## src/rtl/pcs_rx_pkg.sv

```systemverilog
`default_nettype none
// ============================================================================
//  Module      : pcs_rx_pkg
//  Description : Shared definitions for the 1000BASE-X PCS receive path.
//                Holds the special code-group encodings (both running
//                disparities), the receive state encoding and the fixed
//                GMII octets the receive state machine emits.
//  Ports       : none (package)
//  Revision    : 1.0 - initial release
// ============================================================================
package pcs_rx_pkg;

   // One ten-bit code-group, bits [9:4] = abcdei, [3:0] = fghj.
   typedef logic [9:0] code_group_t;

   // Special code-groups, RD- and RD+ columns.
   localparam code_group_t K28_5_RDN = 10'b0011111010;   // comma
   localparam code_group_t K28_5_RDP = 10'b1100000101;
   localparam code_group_t K27_7_RDN = 10'b1101101000;   // /S/
   localparam code_group_t K27_7_RDP = 10'b0010010111;
   localparam code_group_t K29_7_RDN = 10'b1011101000;   // /T/
   localparam code_group_t K29_7_RDP = 10'b0100010111;
   localparam code_group_t K23_7_RDN = 10'b1110101000;   // /R/
   localparam code_group_t K23_7_RDP = 10'b0001010111;

   // Octets of the data code-groups that complete an /I1/ or /I2/ ordered set.
   localparam logic [7:0] OCTET_D16_2 = 8'h50;
   localparam logic [7:0] OCTET_D5_6  = 8'hC5;

   // Fixed octets placed on rxd.
   localparam logic [7:0] RXD_PREAMBLE      = 8'h55;
   localparam logic [7:0] RXD_FALSE_CARRIER = 8'h0E;

   typedef enum logic [2:0] {
      ST_LINK_FAILED   = 3'd0,
      ST_WAIT_FOR_K    = 3'd1,
      ST_RX_K          = 3'd2,
      ST_IDLE_D        = 3'd3,
      ST_FALSE_CARRIER = 3'd4,
      ST_RECEIVE       = 3'd5,
      ST_EARLY_END     = 3'd6,
      ST_TRI_RRI       = 3'd7
   } rx_state_t;

   // True when the code-group equals either disparity form of a special.
   function automatic logic match_either(input code_group_t code,
                                         input code_group_t rdn,
                                         input code_group_t rdp);
      return (code == rdn) || (code == rdp);
   endfunction

endpackage
`default_nettype wire

```

## src/rtl/pcs_receive_if.sv

```systemverilog
`default_nettype none
// ============================================================================
//  Module      : pcs_receive_if
//  Description : Bundle between the synchronization stage / GMII side and the
//                PCS receive block.
//  Signals     : sync_status, rx_even, sudi  - aligned code-group stream
//                rxd, rx_dv, rx_er, receiving - decoded GMII receive side
//  Modports    : master - drives the code-group stream, observes GMII outputs
//                slave  - the PCS receive block
//  Revision    : 1.0 - initial release
// ============================================================================
interface pcs_receive_if;
   import pcs_rx_pkg::*;

   logic        sync_status;
   logic        rx_even;
   code_group_t sudi;
   logic [7:0]  rxd;
   logic        rx_dv;
   logic        rx_er;
   logic        receiving;

   modport master (
      output sync_status,
      output rx_even,
      output sudi,
      input  rxd,
      input  rx_dv,
      input  rx_er,
      input  receiving
   );

   modport slave (
      input  sync_status,
      input  rx_even,
      input  sudi,
      output rxd,
      output rx_dv,
      output rx_er,
      output receiving
   );

endinterface
`default_nettype wire

```

## src/rtl/pcs_10b8b_decode.sv

```systemverilog
`default_nettype none
// ============================================================================
//  Module      : pcs_10b8b_decode
//  Description : Combinational, disparity-agnostic 10b/8b classifier. A
//                code-group is data when its 6b and 4b sub-blocks each match
//                either running-disparity column; the four recognised special
//                code-groups take precedence over the data lookup.
//  Ports       : code     in  10  aligned code-group (abcdei fghj)
//                octet    out 8   decoded HGF EDCBA value (valid with is_data)
//                is_data  out 1   valid data code-group
//                is_k285  out 1   K28.5
//                is_s     out 1   /S/ K27.7
//                is_t     out 1   /T/ K29.7
//                is_r     out 1   /R/ K23.7
//                invalid  out 1   neither data nor a recognised special
//  Revision    : 1.0 - initial release
// ============================================================================
module pcs_10b8b_decode
   import pcs_rx_pkg::*;
(
   input  code_group_t code,
   output logic [7:0]  octet,
   output logic        is_data,
   output logic        is_k285,
   output logic        is_s,
   output logic        is_t,
   output logic        is_r,
   output logic        invalid
);

   logic [4:0] edcba;
   logic [2:0] hgf;
   logic       six_ok;
   logic       four_ok;
   logic       special;

   // 6b/5b lookup; both disparity forms share one label line.
   always_comb begin
      six_ok = 1'b1;
      edcba  = 5'd0;
      case (code[9:4])
         6'b100111, 6'b011000: edcba = 5'd0;
         6'b011101, 6'b100010: edcba = 5'd1;
         6'b101101, 6'b010010: edcba = 5'd2;
         6'b110001:            edcba = 5'd3;
         6'b110101, 6'b001010: edcba = 5'd4;
         6'b101001:            edcba = 5'd5;
         6'b011001:            edcba = 5'd6;
         6'b111000, 6'b000111: edcba = 5'd7;
         6'b111001, 6'b000110: edcba = 5'd8;
         6'b100101:            edcba = 5'd9;
         6'b010101:            edcba = 5'd10;
         6'b110100:            edcba = 5'd11;
         6'b001101:            edcba = 5'd12;
         6'b101100:            edcba = 5'd13;
         6'b011100:            edcba = 5'd14;
         6'b010111, 6'b101000: edcba = 5'd15;
         6'b011011, 6'b100100: edcba = 5'd16;
         6'b100011:            edcba = 5'd17;
         6'b010011:            edcba = 5'd18;
         6'b110010:            edcba = 5'd19;
         6'b001011:            edcba = 5'd20;
         6'b101010:            edcba = 5'd21;
         6'b011010:            edcba = 5'd22;
         6'b111010, 6'b000101: edcba = 5'd23;
         6'b110011, 6'b001100: edcba = 5'd24;
         6'b100110:            edcba = 5'd25;
         6'b010110:            edcba = 5'd26;
         6'b110110, 6'b001001: edcba = 5'd27;
         6'b001110:            edcba = 5'd28;
         6'b101110, 6'b010001: edcba = 5'd29;
         6'b011110, 6'b100001: edcba = 5'd30;
         6'b101011, 6'b010100: edcba = 5'd31;
         default:              six_ok = 1'b0;
      endcase
   end

   // 4b/3b lookup; x.7 accepts both the primary and the alternate encoding.
   always_comb begin
      four_ok = 1'b1;
      hgf     = 3'd0;
      case (code[3:0])
         4'b1011, 4'b0100:                   hgf = 3'd0;
         4'b1001:                            hgf = 3'd1;
         4'b0101:                            hgf = 3'd2;
         4'b1100, 4'b0011:                   hgf = 3'd3;
         4'b1101, 4'b0010:                   hgf = 3'd4;
         4'b1010:                            hgf = 3'd5;
         4'b0110:                            hgf = 3'd6;
         4'b1110, 4'b0001, 4'b0111, 4'b1000: hgf = 3'd7;
         default:                            four_ok = 1'b0;
      endcase
   end

   always_comb begin
      is_k285 = match_either(code, K28_5_RDN, K28_5_RDP);
      is_s    = match_either(code, K27_7_RDN, K27_7_RDP);
      is_t    = match_either(code, K29_7_RDN, K29_7_RDP);
      is_r    = match_either(code, K23_7_RDN, K23_7_RDP);
      // Some specials (e.g. K27.7) also fit the alternate-x.7 data pattern,
      // so the special match masks the data result.
      special = is_k285 | is_s | is_t | is_r;
      is_data = six_ok & four_ok & ~special;
      invalid = ~special & ~is_data;
      octet   = {hgf, edcba};
   end

endmodule
`default_nettype wire

```

## src/rtl/pcs_receive.sv

```systemverilog
`default_nettype none
// ============================================================================
//  Module      : pcs_receive
//  Description : 1000BASE-X PCS receive state machine. Classifies each
//                aligned code-group and produces registered GMII receive
//                signals one clock after the code-group is sampled.
//  Ports       : clk    in   rising-edge clock
//                reset  in   synchronous active-low reset
//                rx     slave modport of pcs_receive_if
//                       (sync_status, rx_even, sudi in;
//                        rxd, rx_dv, rx_er, receiving out)
//  Revision    : 1.0 - initial release
// ============================================================================
module pcs_receive
   import pcs_rx_pkg::*;
(
   input  logic         clk,
   input  logic         reset,
   pcs_receive_if.slave rx
);

   rx_state_t  state;
   logic [7:0] rxd_reg;
   logic       rx_dv_reg;
   logic       rx_er_reg;
   logic       receiving_reg;

   logic [7:0] dec_octet;
   logic       dec_data;
   logic       dec_k285;
   logic       dec_s;
   logic       dec_t;
   logic       dec_r;
   logic       dec_invalid;

   logic       k_even;
   logic       idle_data;
   logic       code_error;

   pcs_10b8b_decode u_decode (
      .code    (rx.sudi),
      .octet   (dec_octet),
      .is_data (dec_data),
      .is_k285 (dec_k285),
      .is_s    (dec_s),
      .is_t    (dec_t),
      .is_r    (dec_r),
      .invalid (dec_invalid)
   );

   // Commas only count for alignment on even code-group positions.
   assign k_even     = dec_k285 & rx.rx_even;
   // Second code-group of an /I1/ or /I2/ ordered set.
   assign idle_data  = dec_data & ((dec_octet == OCTET_D16_2) || (dec_octet == OCTET_D5_6));
   // Inside a packet, a stray /S/ or /R/ is treated like a corrupted code-group.
   assign code_error = dec_invalid | dec_s | dec_r;

   always_ff @(posedge clk) begin
      if (!reset) begin
         state         <= ST_LINK_FAILED;
         rxd_reg       <= 8'h00;
         rx_dv_reg     <= 1'b0;
         rx_er_reg     <= 1'b0;
         receiving_reg <= 1'b0;
      end else if (!rx.sync_status) begin
         // Loss of sync flags an error only when it cuts a packet short;
         // receiving then drops, so the flag lasts a single cycle.
         state         <= ST_LINK_FAILED;
         rxd_reg       <= 8'h00;
         rx_dv_reg     <= 1'b0;
         rx_er_reg     <= receiving_reg;
         receiving_reg <= 1'b0;
      end else begin
         rxd_reg       <= 8'h00;
         rx_dv_reg     <= 1'b0;
         rx_er_reg     <= 1'b0;
         receiving_reg <= 1'b0;
         case (state)
            ST_LINK_FAILED: begin
               state <= ST_WAIT_FOR_K;
            end
            ST_WAIT_FOR_K: begin
               if (k_even) state <= ST_RX_K;
            end
            ST_RX_K: begin
               state <= idle_data ? ST_IDLE_D : ST_WAIT_FOR_K;
            end
            ST_IDLE_D: begin
               if (k_even) begin
                  state <= ST_RX_K;
               end else if (dec_s) begin
                  state         <= ST_RECEIVE;
                  rxd_reg       <= RXD_PREAMBLE;
                  rx_dv_reg     <= 1'b1;
                  receiving_reg <= 1'b1;
               end else begin
                  state     <= ST_FALSE_CARRIER;
                  rxd_reg   <= RXD_FALSE_CARRIER;
                  rx_er_reg <= 1'b1;
               end
            end
            ST_FALSE_CARRIER: begin
               if (k_even) begin
                  state <= ST_RX_K;
               end else begin
                  rxd_reg   <= RXD_FALSE_CARRIER;
                  rx_er_reg <= 1'b1;
               end
            end
            ST_RECEIVE: begin
               if (dec_t) begin
                  state <= ST_TRI_RRI;
               end else if (dec_k285) begin
                  state     <= ST_EARLY_END;
                  rx_er_reg <= 1'b1;
               end else if (code_error) begin
                  rx_dv_reg     <= 1'b1;
                  rx_er_reg     <= 1'b1;
                  receiving_reg <= 1'b1;
               end else begin
                  rxd_reg       <= dec_octet;
                  rx_dv_reg     <= 1'b1;
                  receiving_reg <= 1'b1;
               end
            end
            ST_EARLY_END: begin
               // The code-group seen here is not examined.
               state <= ST_RX_K;
            end
            ST_TRI_RRI: begin
               if (dec_r) begin
                  state <= ST_TRI_RRI;
               end else if (k_even) begin
                  state <= ST_RX_K;
               end else begin
                  state <= ST_WAIT_FOR_K;
               end
            end
            default: begin
               state <= ST_LINK_FAILED;
            end
         endcase
      end
   end

   assign rx.rxd       = rxd_reg;
   assign rx.rx_dv     = rx_dv_reg;
   assign rx.rx_er     = rx_er_reg;
   assign rx.receiving = receiving_reg;

endmodule
`default_nettype wire

```

## src/flat_wrapper.sv

```systemverilog
// flat-port wrapper written by rule: the top's interface ports become plain ports
module pcs_receive_flat import pcs_rx_pkg::*;
  (clk, reset, rx_sync_status, rx_rx_even, rx_sudi, rx_rxd, rx_rx_dv, rx_rx_er, rx_receiving);
  pcs_receive_if rx_i ();
  input  logic clk;
  input  logic reset;
  input wire logic [$bits(rx_i.sync_status)-1:0] rx_sync_status;
  input wire logic [$bits(rx_i.rx_even)-1:0] rx_rx_even;
  input wire logic [$bits(rx_i.sudi)-1:0] rx_sudi;
  output wire logic [$bits(rx_i.rxd)-1:0] rx_rxd;
  output wire logic [$bits(rx_i.rx_dv)-1:0] rx_rx_dv;
  output wire logic [$bits(rx_i.rx_er)-1:0] rx_rx_er;
  output wire logic [$bits(rx_i.receiving)-1:0] rx_receiving;
  assign rx_i.sync_status = rx_sync_status;
  assign rx_i.rx_even = rx_rx_even;
  assign rx_i.sudi = rx_sudi;
  assign rx_rxd = rx_i.rxd;
  assign rx_rx_dv = rx_i.rx_dv;
  assign rx_rx_er = rx_i.rx_er;
  assign rx_receiving = rx_i.receiving;
  pcs_receive u_core (.clk(clk), .reset(reset), .rx(rx_i));
endmodule
```

## config.mk

```make
export PLATFORM = sky130hd
export DESIGN_NAME = pcs_receive_flat
export DESIGN_NICKNAME = d
export VERILOG_FILES = /design/src/rtl/pcs_rx_pkg.sv /design/src/rtl/pcs_receive_if.sv /design/src/rtl/pcs_10b8b_decode.sv /design/src/rtl/pcs_receive.sv /design/src/flat_wrapper.sv
export SDC_FILE = /design/constraint.sdc
export NUM_CORES = 1
export LEC_CHECK = 0
export CORE_MARGIN = 3
export CORE_UTILIZATION = 35
export DETAILED_ROUTE_END_ITERATION = 7
export GPL_ROUTABILITY_DRIVEN = 1
export PLACE_DENSITY = 0.63
export SLEW_MARGIN = 20
export SYNTH_ARGS = -nofsm -noshare
export SYNTH_HDL_FRONTEND = slang
export SYNTH_SLANG_ARGS = --single-unit
```

## constraint.sdc

```tcl
create_clock -name clk -period 2.4 [get_ports clk]
set_input_delay 0.6 -clock clk [delete_from_list [all_inputs] [get_ports clk]]
set_output_delay 0.6 -clock clk [all_outputs]
set_load 0.03 [all_outputs]
```

**Yosys cells after proc, flatten, opt, wreduce, memory -nomap -nowiden**

Cells that the tools add are included.

- Memories: 0
- RAM bits: 0
- ROM bits: 0
- Register bits after elaboration: 13
- Latch bits: 0

- Eq/ne operators: 79
- Multipliers: 0
- Order comparisons: 0
- Add/subtract/negate cells: 0
- Divide/modulo/power cells: 0
- Multiplexer cells: 33
- Reduce and logical (&&, ||, !) cells: 27
- Bitwise logic cells: 12
- Shifts and indexed selects: 0

Operators with widths:

| cell | number |
|---|---|
| $pmux 5 s31 | 1 |
| $eq 6x6->1 const B | 23 |
| $eq 6x5->1 const B | 14 |
| $reduce_or 46->1 | 1 |
| $pmux 3 s7 | 2 |
| $eq 10x10->1 const B | 4 |
| $eq 6x4->1 const B | 6 |
| $mux 8 | 4 |
| $reduce_or 2->1 | 16 |
| $eq 4x4->1 const B | 7 |
| $pmux 8 s3 | 1 |
| $eq 10x8->1 const B | 2 |
| $eq 6x3->1 const B | 3 |
| $eq 4x3->1 const B | 4 |
| $mux 3 | 5 |
| $mux 1 | 14 |
| $reduce_or 14->1 | 1 |
| $eq 3x3->1 const B | 4 |
| $eq 10x7->1 const B | 1 |
| $eq 10x9->1 const B | 1 |
| $eq 4x2->1 const B | 2 |
| $eq 8x7->1 const B | 1 |
| $eq 8x8->1 const B | 1 |
| $mux 7 | 1 |
| other kinds (16) | 32 |

**Depth between registers and ports, before layout**

Gate-level depths: netlist of run 1.

- Depth after elaboration: 16
- Gate-level depth with buffers: 9
- Mapped depth without buffers: 6

**Hierarchy**

A second synthesis of run 1 with hierarchy kept.

- Cells, all modules: 213
- Area total of the unflattened synthesis: 1492.7 um2

Modules (own cells, without submodules):

| module | cells each | seq. area each (um2) | area an instance (um2) | times used |
|---|---|---|---|---|
| pcs_10b8b_decode | 131 | 0.0 | 810.8 | 1 |
| pcs_receive | 82 | 260.2 | 681.9 | 1 |

**Worst setup path after synthesis of run 1**

No wires, ideal clock.

- Path type: input-to-reg
- Start: in rx_sudi[8]
- End: reg u_core.state[2]
- Buffers on the path: 1
- Data required time: 2.312 ns
- Arrival time: 2.255 ns
- Stages: 7
- Setup time: 0.088 ns
- Slack: 0.057 ns
- Path through: buf_6 or4b_1 or4_4 a21bo_4 a2bb2oi_2 nor2_1 o32ai_2

- Cells in the longest elaborated chain, start to end: 5
- Elaborated cells on any way between the ends: 17
- Those cells by class: eq/ne: 8; mux: 4; bitwise: 1; reduce/logical: 4

RTL lines:

| item | line | text |
|---|---|---|
| from (decl) | flat_wrapper.sv:9 | `input wire logic [$bits(rx_i.sudi)-1:0] rx_sudi;` |
| $eq 10x8->1 or $eq 10x10->1 (tied branches) | pcs_rx_pkg.sv:49 | `return (code == rdn) \|\| (code == rdp);` |
| $logic_or 1x1->1 | pcs_rx_pkg.sv:49 |  |
| $and 1x1->1 | pcs_receive.sv:52 | `assign k_even = dec_k285 & rx.rx_even;` |
| $mux 3 or $ne 2x1->1 (tied branches) | -- |  |
| $pmux 3 s7 or $reduce_and 2->1 (tied branches) | -- |  |
| to (signal assigned) | pcs_receive.sv:86 | `state <= idle_data ? ST_IDLE_D : ST_WAIT_FOR_K;` |
| to (decl) | pcs_receive.sv:22 | `rx_state_t state;` |

Parallel ways exist; a longest one is shown, timed or not.
A chain may end at the register's enable or synchronous reset.

**Worst setup path after layout of run 1**

- Start: in rx_sudi[2]
- End: reg u_core.state[2]

The elaborated chain is that of the path after synthesis.

==> metrics.md, run 1 <==
| Metric | Value |
|---|---|
| Number of library cell types mapped by synthesis | `between 60 and 70` |
| Outcome | `complete, no violations` |
| Initial antenna violation count | `0` |
| Mean post-synth cell area | `7.05 um^2` |
| Final cell count without fillers | `roughly 350` |
| Critical path cell sequence | `clkdlybuf4s15_2 -> or4b_1 -> or4_4 -> a21bo_4 -> a2bb2oi_2 -> nor2_1 -> o32ai_2` |
| PortBufs | `24` |
| Layout cells sized above 1 | `0.318` |
| Area growth syn-to-layout | `54.7%` |
| HP Class | `reg2reg` |
| Root Driver | `clkbuf_8` |
| Skew final | `8.63 ps` |
| Share of the synthesized area in the top cell type | `0.163` |
| Routed vias | `about 2000` |
| Maximum fanout along the worst path | `5` |
| Post-Syn Area | `1600 um^2` |
| Max Cap Viol | `0` |
| Worst R2R Path Depth | `5` |
| Primary FF master, synth | `dfxtp_1` |
| Total of warnings raised by yosys | `0` |
| Fmax | `~0.44 GHz` |
| Worst-case clock buffer depth | `2` |
| Via density | `between 5 and 6` |
| CTS buffer count | `3` |
| Die area | `~5400 um^2` |
| Core box area | `4200 um^2` |
| Setup_tns | `0 ps` |
| CTS Hold Bufs | `0` |
| Post-Synthesis Cells | `227` |
| Final Max Slew Viols | `0` |
| Nets@finish | `between 300 and 400` |
| Sequential element share of the synthesized area | `0.163` |
| Initial Util | `0.381` |
| Num ports | `25` |
| FP Rows | `23` |
| Vias in the first global route | `about 1800` |
| ANT nets after route | `0` |
| Dpl cells | `between 300 and 400` |
| Worst VDD drop | `between 0.1 and 0.15 mV` |
| Residual DRC count | `0` |
| Grt total ovfl | `0` |
| Max reg flops | `8` |
| Critical Path AT | `roughly 2500 ps` |
| Post-synth EDFFs | `0` |
| DRT Wirelength | `roughly 5000 um` |
| Initial DRC Count | `88` |
| Worst-Margin Slew | `approximately 430 ps` |
| # setup viols final | `0` |
| Critical-path top delay cell | `or4b_1` |
| Mapped Nets | `241` |
| DP Wirelength | `~3700 um` |
| CTS Sinks | `13` |
| Die H | `around 74 um` |
| Relative slew margins | `0.712` |
| WHS | `486 ps` |
| Layout Utilization | `0.589` |
| Final hold vios | `0` |
| Crit Path Category | `in2reg` |
| DR pass1 iterations | `4` |
| Synth top area cells | `dfxtp_1 16%, o21ai_0 5.6%, nand2_1 5.4%` |
| Filler Cells Inserted | `roughly 380` |
| Crit. End Element | `register` |
| Layout Cell Area excl Fill | `roughly 2500 um^2` |
| FF+latch count, synth | `13` |
| # diodes | `0` |
| P_leak | `roughly 1.0 nW` |
| Hold Path Depth | `2` |
| Gpl congestion | `between 0.8 and 0.9` |
| H-tree levels | `1` |
| Gr usage total | `0.184` |
| Pwr/cell area | `~280 nW/um^2` |
| Clock transition at path regs | `~60 ps` |
| Final min period | `~2300 ps` |
| WL per Instance | `14.5 um` |
| CTS tree | `done` |
| Pin count of the biggest net entering global routing | `16` |
| Final period util | `0.956` |
| Critical path's largest stage delay | `about 480 ps` |
| Cell area after placement | `2250 um^2` |
| Critical Path RT | `about 2600 ps` |
| Clk_lat worst skew | `approximately 240 ps` |
| First-pass GRT wire length | `between 8000 and 9000 um` |
| CP Launch Type | `primary input` |
| Synth area leader | `dfxtp_1` |
| RSZ-0062 raised after global routing | `false` |
| Chip width | `about 74 um` |
| Async SR Flop Fraction | `0` |
[cells in the mapped netlist, types with 2 or more instances]
| master | n |
|---|---|
| o32ai_1 | 2 |
| o21ai_0 | 18 |
| a21oi_1 | 10 |
| xor2_1 | 2 |
| a22oi_1 | 2 |
| or2_2 | 2 |
| a211o_1 | 2 |
| nand3_1 | 11 |
| o211ai_1 | 2 |
| buf_2 | 11 |
| a31oi_1 | 2 |
| clkbuf_1 | 8 |
| a211oi_1 | 2 |
| buf_1 | 2 |
| dfxtp_1 | 13 |
| nor3_1 | 2 |
| nor2_1 | 11 |
| or3b_2 | 2 |
| nor4bb_1 | 2 |
| and2_1 | 3 |
| nor4_1 | 3 |
| and4b_1 | 3 |
| nand4_1 | 6 |
| nand2_1 | 23 |
| o22ai_1 | 7 |
| o2111ai_1 | 2 |
| and3b_1 | 3 |
| nor2b_1 | 13 |
| a21o_1 | 2 |
| nand2b_1 | 8 |
| inv_1 | 6 |
| a221oi_1 | 2 |
| o2bb2ai_1 | 2 |
| or4_1 | 4 |
| maj3_1 | 3 |
| o221ai_1 | 2 |
[area by class of cell]
class                      count  area [um^2]  area share
clock buffer                   4         45.0      0.0182
inverter                       6         22.5     0.00910
multi-input combinational    185         1310       0.530
sequential                    13          260       0.105
tap                           50         62.6      0.0253
timing repair buffer          88          773       0.312
[routing by layer]
layer | track usage | routed length, um
met2 | 0.298 | 2340
met5 | 0 | 0
met1 | 0.256 | 2440
met4 | 0.0483 | 45
met3 | 0.0205 | 193
[placed cells by master (no fill, tap or decap), drive strengths merged, types with 3 or more instances in the layout]
cell type	netlist	routed
nand3	11	11
a21oi	10	10
and3b	3	3
dlymetal6s2s	0	5
nor2	11	11
nand2b	8	8
and4b	3	3
or3b	3	3
nand2	23	23
buf	15	63
nand4	6	6
clkbuf	8	6
o21ai	19	19
dfxtp	13	13
and2	4	4
o22ai	7	7
or4	5	5
clkdlybuf4s50	0	14
nor4	3	3
maj3	3	3
inv	6	6
o32ai	3	3
nor2b	13	13
[worst paths after layout]
| check | from | to | slack [ps] |
|---|---|---|---|
| min reg2reg | u_core.rx.receiving | u_core.rx.rx_er | 490 |
| max | rx_sudi[2] | u_core.state[2] | 110 |
| max reg2reg | u_core.state[2] | u_core.rx.rxd[6] | 810 |
| min | u_core.rx.receiving | u_core.rx.rx_er | 490 |
[critical path: cells and delay by family]
kind                   cells  cell delay [ps]
AOI/OAI and AO/OA          3              630
and+or+nand+nor            3              990
buffers and inverters      1              230
[metrics by stage]
stage          setup slack (ps)  power [mW]
6_report                    105       0.703
5_1_grt                    49.7       0.744
4_1_cts                    2.63       0.697
3_5_place_dp               -514       0.477
3_3_place_gp               -470       0.474
2_1_floorplan              57.3       0.356
[logic make-up (layout without fill, tap and decap cells)]
logic type                 after synthesis  in the layout  share of synthesized area
AOI/OAI and AO/OA                       74             74                      0.338
buffers and inverters                   29             98                     0.0837
and+or+nand+nor                        105            105                      0.380
muxes                                    1              1                    0.00626
DFF                                     13             13                      0.163
adders and majority gates                3              3                     0.0188
xor gates and xnor gates                 2              2                     0.0109
[where the power goes]
group          internal (mW)  switching (mW)
Combinational          0.151           0.135
Sequential             0.217         0.00288
Clock                  0.117          0.0797
Total                  0.485           0.217
[repair_timing]
item | in CTS | in global routing
setup buffers | 1 | 1
pin swaps | 7 | 11
endpoints found under the hold margin | 0 | 0
gates cloned | 1 | 1
resized for setup | 21 | 21
setup endpoints to repair | 12 | 12
No activity file was read; power rests on OpenSTA's default activity.
==> inputs of run 2 (changes only) <==
--- a/config.mk
+++ b/config.mk
@@ -9,6 +9,8 @@
 export CORE_UTILIZATION = 35
 export DETAILED_ROUTE_END_ITERATION = 7
 export GPL_ROUTABILITY_DRIVEN = 1
+export GPL_TIMING_DRIVEN = 0
+export HOLD_SLACK_MARGIN = 0.02
 export PLACE_DENSITY = 0.63
 export SLEW_MARGIN = 20
 export SYNTH_ARGS = -nofsm -noshare
==> run 2 against run 1 <==
Effect of this change:
- cell count is 12% lower
- largest power group is now registers
- wire length down 9.0%
- sequential share of layout area increased by 2.3 points
- sequential power about the same
- critical endpoint unchanged
- non-clock buffer count fell by 43
==> metrics.md, run 2 (synthesis gave the netlist of run 1 again) <==
| Metric | Value |
|---|---|
| Critical Path RT | `2570 ps (about the same)` |
| # setup viols final | `0 (unchanged)` |
| Outcome | `complete, no violations` |
| R2R Setup Slk | `820 ps (about the same)` |
| Crit Path Category | `in2reg` |
| Max Cap Viol | `0 (unchanged)` |
| R2r startpoint | `u_core.state[0]` |
| Relative slew margins | `0.706 (-0.00642)` |
| DRT Wirelength | `4570 um (-9.0%)` |
| DR pass1 iterations | `4 (unchanged)` |
| Leading cell type in the layout, fill and taps excluded | `nand2_1` |
| Initial DRC Count | `135 (+53%)` |
| Most frequent cells in the layout | `20 x nand2_1, 18 x o21ai_0, 14 x clkdlybuf4s50_1, 13 x nor2b_1, 13 x dfxtp_1` |
| Maximum fanout along the worst path | `4 (-1)` |
| ANT nets after route | `0 (unchanged)` |
| First-pass GRT wire length | `7450 um (-7.9%)` |
| Fmax | `0.424 GHz (-2.6%)` |
| Area growth syn-to-layout | `26.6%` |
| CTS Sinks | `13 (unchanged)` |
| Final min period | `2360 ps (+61.9 ps)` |
| Crit path to | `u_core.state[2]` |
| Crit. End Element | `register` |
| Routed vias | `1857 (-7.2%)` |
| R2r endpoint | `u_core.rx.rxd[6]` |
| Initial Util | `0.381 (unchanged)` |
| Layout cells sized above 1 | `0.178 (-0.140)` |
| Residual DRC count | `0 (unchanged)` |
| Pwr/cell area | `309 nW/um^2 (+8.9%)` |
| Final period util | `0.982 (+0.0258)` |
| Worst-Margin Slew | `440 ps (+8.59 ps)` |
| FP Rows | `23 (unchanged)` |
| Worst R2R Path Depth | `6 (+1)` |
| # diodes | `0 (unchanged)` |
| Core box area | `4200 um^2 (unchanged)` |
| Num ports | `25 (unchanged)` |
| Via density | `6.13 (+5.9%)` |
| CTS tree | `done` |
| Initial antenna violation count | `0 (unchanged)` |
| Die area | `5420 um^2 (unchanged)` |
| CP Launch Type | `primary input` |
| Dpl cells | `297 (-12%)` |
| H-tree levels | `1 (unchanged)` |
| Vias in the first global route | `1607 (-11%)` |
| WL per Instance | `15.1 um (+3.9%)` |
| Clk_lat worst skew | `250 ps (about the same)` |
| Die H | `73.6 um (unchanged)` |
| Worst VDD drop | `0.127 mV (-6.2%)` |
| Gr usage total | `0.172 (-0.0115)` |
| P_leak | `0.764 nW (-27%)` |
| Critical path cell sequence | `buf_8 -> buf_6 -> or4b_1 -> or4_4 -> a21bo_4 -> a2bb2oi_2 -> nor2_1 -> o32ai_2` |
| Final cell count without fillers | `303 (-12%)` |
| Grt total ovfl | `0 (unchanged)` |
| Pin count of the biggest net entering global routing | `13 (-3)` |
| DP Wirelength | `3370 um (-8.1%)` |
| Skew final | `8.53 ps (-0.0933 ps)` |
| PortBufs | `20 (-17%)` |
| CTS Hold Bufs | `0 (unchanged)` |
| Critical-path top delay cell | `or4_4` |
| Crit path from | `rx_sudi[2]` |
| Final hold vios | `0 (unchanged)` |
| Max reg flops | `8 (unchanged)` |
| Critical path's largest stage delay | `530 ps (+50 ps)` |
| HP Class | `reg2reg` |
| Root Driver | `clkbuf_8` |
| Worst-case clock buffer depth | `2 (unchanged)` |
| Setup_tns | `0 ps (unchanged)` |
| Final Max Slew Viols | `0 (unchanged)` |
| Critical Path AT | `2530 ps (+80 ps)` |
| Clock transition at path regs | `60 ps (about the same)` |
| Chip width | `73.6 um (unchanged)` |
| Gpl congestion | `0.855 (-2.9%)` |
| Nets@finish | `268 (-14%)` |
| CTS buffer count | `3 (unchanged)` |
[run 2: metrics by stage]
step	utilization	hold slack, ps	setup slack [ps]	power [mW]	instance area [um^2]
after floorplan	-	610	57.3	0.356	1600
after global placement	0.443	487	-678	0.409	1860
after detailed placement	0.443	496	-719	0.409	1860
after CTS	0.476	504	14.8	0.629	2000
after global routing	0.482	520	-1.45	0.667	2030
final	0.482	497	43.6	0.627	2030
[run 2: worst max-delay path: cells and delay by family]
kind / cells / cell delay [ps]
and+or+nand+nor: 3 / 1100
AOI/OAI and AO/OA: 3 / 630
buffers and inverters: 2 / 200
[run 2: how the worst min path moves through the flow]
stage / end / start / cells after the start / slack [ps]
floorplan: u_core.rx.rx_er / u_core.rx.receiving / 2 / 610
global placement: u_core.rx.rx_er / u_core.rx.receiving / 2 / 490
detailed placement: u_core.rx.rx_er / u_core.rx.receiving / 2 / 500
CTS: u_core.rx.rx_er / u_core.rx.receiving / 2 / 500
global route: u_core.rx.rx_er / u_core.rx.receiving / 2 / 520
finish: u_core.rx.rx_er / u_core.rx.receiving / 2 / 500
[run 2: cell type report]
cell class,instances,area [um^2]
flip-flops and latches,13,260
plain buffers,22,129
well taps,50,62.6
repair buffers,23,223
inverters,6,22.5
fillers,438,2180
multi-input cells,185,1280
clock buffers,4,45.0
[run 2: where the power goes]
part           switching [mW]  leakage, nW  internal (mW)
logic                   0.120        0.637         0.0885
clock network          0.0833       0.0228          0.117
registers            0.000370        0.105          0.217
total                   0.204        0.764          0.423
[run 2: what timing repair did]
item | in CTS | in global routing
gates resized for setup | 30 | 14
endpoints found under the hold margin | 0 | 0
endpoints found under the setup margin | 12 | 12
pin swaps | 2 | 9
buffers inserted | 1 | 2
[run 2: routing by layer]
metal,up-vias,GRT usage,wire [um]
met5,-,0,0
met4,0,0.0543,69
met3,10,0.0369,240
met2,49,0.273,2120
met1,879,0.232,2130
li1,919,-,-
==> inputs of run 3 (changes only) <==
--- a/config.mk
+++ b/config.mk
@@ -12,7 +12,9 @@
 export GPL_TIMING_DRIVEN = 0
 export HOLD_SLACK_MARGIN = 0.02
 export PLACE_DENSITY = 0.63
+export RECOVER_POWER = 25
 export SLEW_MARGIN = 20
 export SYNTH_ARGS = -nofsm -noshare
 export SYNTH_HDL_FRONTEND = slang
 export SYNTH_SLANG_ARGS = --single-unit
+export TNS_END_PERCENT = 1
==> run 3 against run 2 <==
Effect of this change:
- worst hold slack got worse by 0.50 ps
- wire length fell by 1.6%
- critical path depth did not move
- critical path type unchanged
- largest power group unchanged
==> metrics.md, run 3 (synthesis gave the netlist of run 1 again) <==
| Metric | Value |
|---|---|
| Skew final | `10.8 ps (+2.27 ps)` |
| Via density | `6.04 (-1.5%)` |
| DP Wirelength | `3370 um (unchanged)` |
| Critical path cell sequence | `clkdlybuf4s15_2 -> buf_6 -> or4b_1 -> or4_4 -> a21bo_4 -> a2bb2oi_2 -> nor2_1 -> o32ai_2` |
| Root Driver | `clkbuf_8` |
| Final hold vios | `0 (unchanged)` |
| Gpl congestion | `0.855 (unchanged)` |
| Fmax | `0.419 GHz (-1.3%)` |
| Initial antenna violation count | `0 (unchanged)` |
| Relative slew margins | `0.668 (-0.0377)` |
| Sw Share | `0.326 (+0.00143)` |
| Sequential group share of total power | `0.348 (about the same)` |
| CTS Hold Bufs | `0 (unchanged)` |
| First-pass GRT wire length | `7450 um (unchanged)` |
| Initial DRC Count | `110 (-19%)` |
| Core box area | `4200 um^2 (unchanged)` |
| Clock power frac | `0.324 (+0.004)` |
| Max reg flops | `8 (unchanged)` |
| Nets@finish | `266 (-0.75%)` |
| Critical Path AT | `2560 ps (+30 ps)` |
| Most frequent cells in the layout | `20 x nand2_1, 18 x o21ai_0, 13 x nor2b_1, 13 x dfxtp_1` |
| Final period util | `0.995 (+0.0133)` |
| Residual DRC count | `0 (unchanged)` |
| # setup viols final | `0 (unchanged)` |
| NetSw | `204 uW (+0.10%)` |
| Layout cells sized above 1 | `0.171 (-0.00655)` |
| Crit. End Element | `register` |
| Setup_tns | `0 ps (unchanged)` |
| Chip width | `73.6 um (unchanged)` |
| Crit Path Category | `in2reg` |
| Gr usage total | `0.172 (unchanged)` |
| Critical path's largest stage delay | `470 ps (-60 ps)` |
| Filler Cells Inserted | `439 (+0.23%)` |
| DRT Wirelength | `4490 um (-1.6%)` |
| Max Cap Viol | `0 (unchanged)` |
| Cell area after placement | `1860 um^2 (unchanged)` |
| Area growth syn-to-layout | `25.7%` |
| HP Class | `reg2reg` |
| Critical-path top delay cell | `or4b_1` |
| ANT nets after route | `0 (unchanged)` |
| Layout Cell Area excl Fill | `2010 um^2 (-0.68%)` |
| Area of the multi-input gates | `1280 um^2 (about the same)` |
| Clock transition at path regs | `60 ps (about the same)` |
| Clk_lat worst skew | `250 ps (about the same)` |
| Grt total ovfl | `0 (unchanged)` |
| Worst-case clock buffer depth | `2 (unchanged)` |
| Worst-Margin Slew | `498 ps (+58.1 ps)` |
| # diodes | `0 (unchanged)` |
| Power Total | `625 uW (-0.33%)` |
| RSZ-0062 raised after global routing | `true` |
| PortBufs | `20 (unchanged)` |
| Die H | `73.6 um (unchanged)` |
| WL per Instance | `14.9 um (-0.99%)` |
| Maximum fanout along the worst path | `10 (+6)` |
| FP Rows | `23 (unchanged)` |
| Combinational Power Share | `0.328 (-0.005)` |
| Int Pwr | `421 uW (-0.55%)` |
| Die area | `5420 um^2 (unchanged)` |
| CP Launch Type | `primary input` |
| CTS Sinks | `13 (unchanged)` |
| Final Max Slew Viols | `0 (unchanged)` |
| Initial Util | `0.381 (unchanged)` |
| CTS buffer count | `3 (unchanged)` |
| Num ports | `25 (unchanged)` |
| Pin count of the biggest net entering global routing | `13 (unchanged)` |
| Pwr/cell area | `310 nW/um^2 (+0.35%)` |
| P_leak | `0.769 nW (+0.56%)` |
| Critical Path RT | `2570 ps (about the same)` |
| Final min period | `2390 ps (+32.0 ps)` |
| DR pass1 iterations | `4 (unchanged)` |
| Vias in the first global route | `1607 (unchanged)` |
| H-tree levels | `1 (unchanged)` |
| CTS tree | `done` |
| Outcome | `complete, no violations` |
| Routed vias | `1817 (-2.2%)` |
| WHS | `497 ps (-0.504 ps)` |
| Worst VDD drop | `0.126 mV (-0.71%)` |
| Leading cell type in the layout, fill and taps excluded | `nand2_1` |
| FF+latch area | `260 um^2 (unchanged)` |
[run 3: layout make-up]
class | instances | share of cell area
Tap cell | 50 | 0.0311
Clock buffer | 4 | 0.0224
Buffer | 22 | 0.0634
Sequential cell | 13 | 0.129
Multi-Input combinational cell | 185 | 0.639
Inverter | 6 | 0.0112
Timing Repair Buffer | 21 | 0.104
[run 3: through the flow]
stage           util  cells  setup WS, ps
2_1_floorplan      -    227          57.3
3_3_place_gp   0.443    297          -678
3_5_place_dp   0.443    297          -719
4_1_cts        0.476    301          14.8
5_1_grt        0.479    301         -40.4
6_report       0.479    301          11.6
[run 3: power by group through the flow]
stage / combinational (mW) / sequential (mW) / clock [mW]
finish: 0.205 / 0.217 / 0.202
global route: 0.226 / 0.217 / 0.222
CTS: 0.200 / 0.217 / 0.212
detailed placement: 0.187 / 0.222 / 0
global placement: 0.187 / 0.222 / 0
floorplan: 0.134 / 0.222 / 0
[run 3: final timing paths]
check                 startpoint               end  slack [ps]  cells past startpoint
max                   rx_sudi[2]   u_core.state[2]          10                      8
min          u_core.rx.receiving   u_core.rx.rx_er         500                      2
max reg2reg      u_core.state[0]  u_core.rx.rxd[3]         770                      5
min reg2reg  u_core.rx.receiving   u_core.rx.rx_er         500                      2
[run 3: what timing repair did]
item / in CTS / in global routing
setup endpoints to repair: 12 / 12
resized for setup: 30 / 6
pin swaps: 2 / 2
buffers inserted: 1 / 0
cloned: 0 / 0
[run 3: metal layers]
metal / track usage / vias up / share of wire / wire [um]
met5: 0 / - / 0 / 0
met4: 0.0543 / 0 / 0.020 / 92
met3: 0.0369 / 13 / 0.051 / 228
met2: 0.273 / 46 / 0.45 / 2040
met1: 0.232 / 841 / 0.47 / 2130
li1: - / 917 / - / -
[run 3: critical path, delay by kind of cell]
family	cells	cell delay [ps]
and+or+nand+nor	3	980
AOI/OAI and AO/OA	3	620
buffers and inverters	2	360
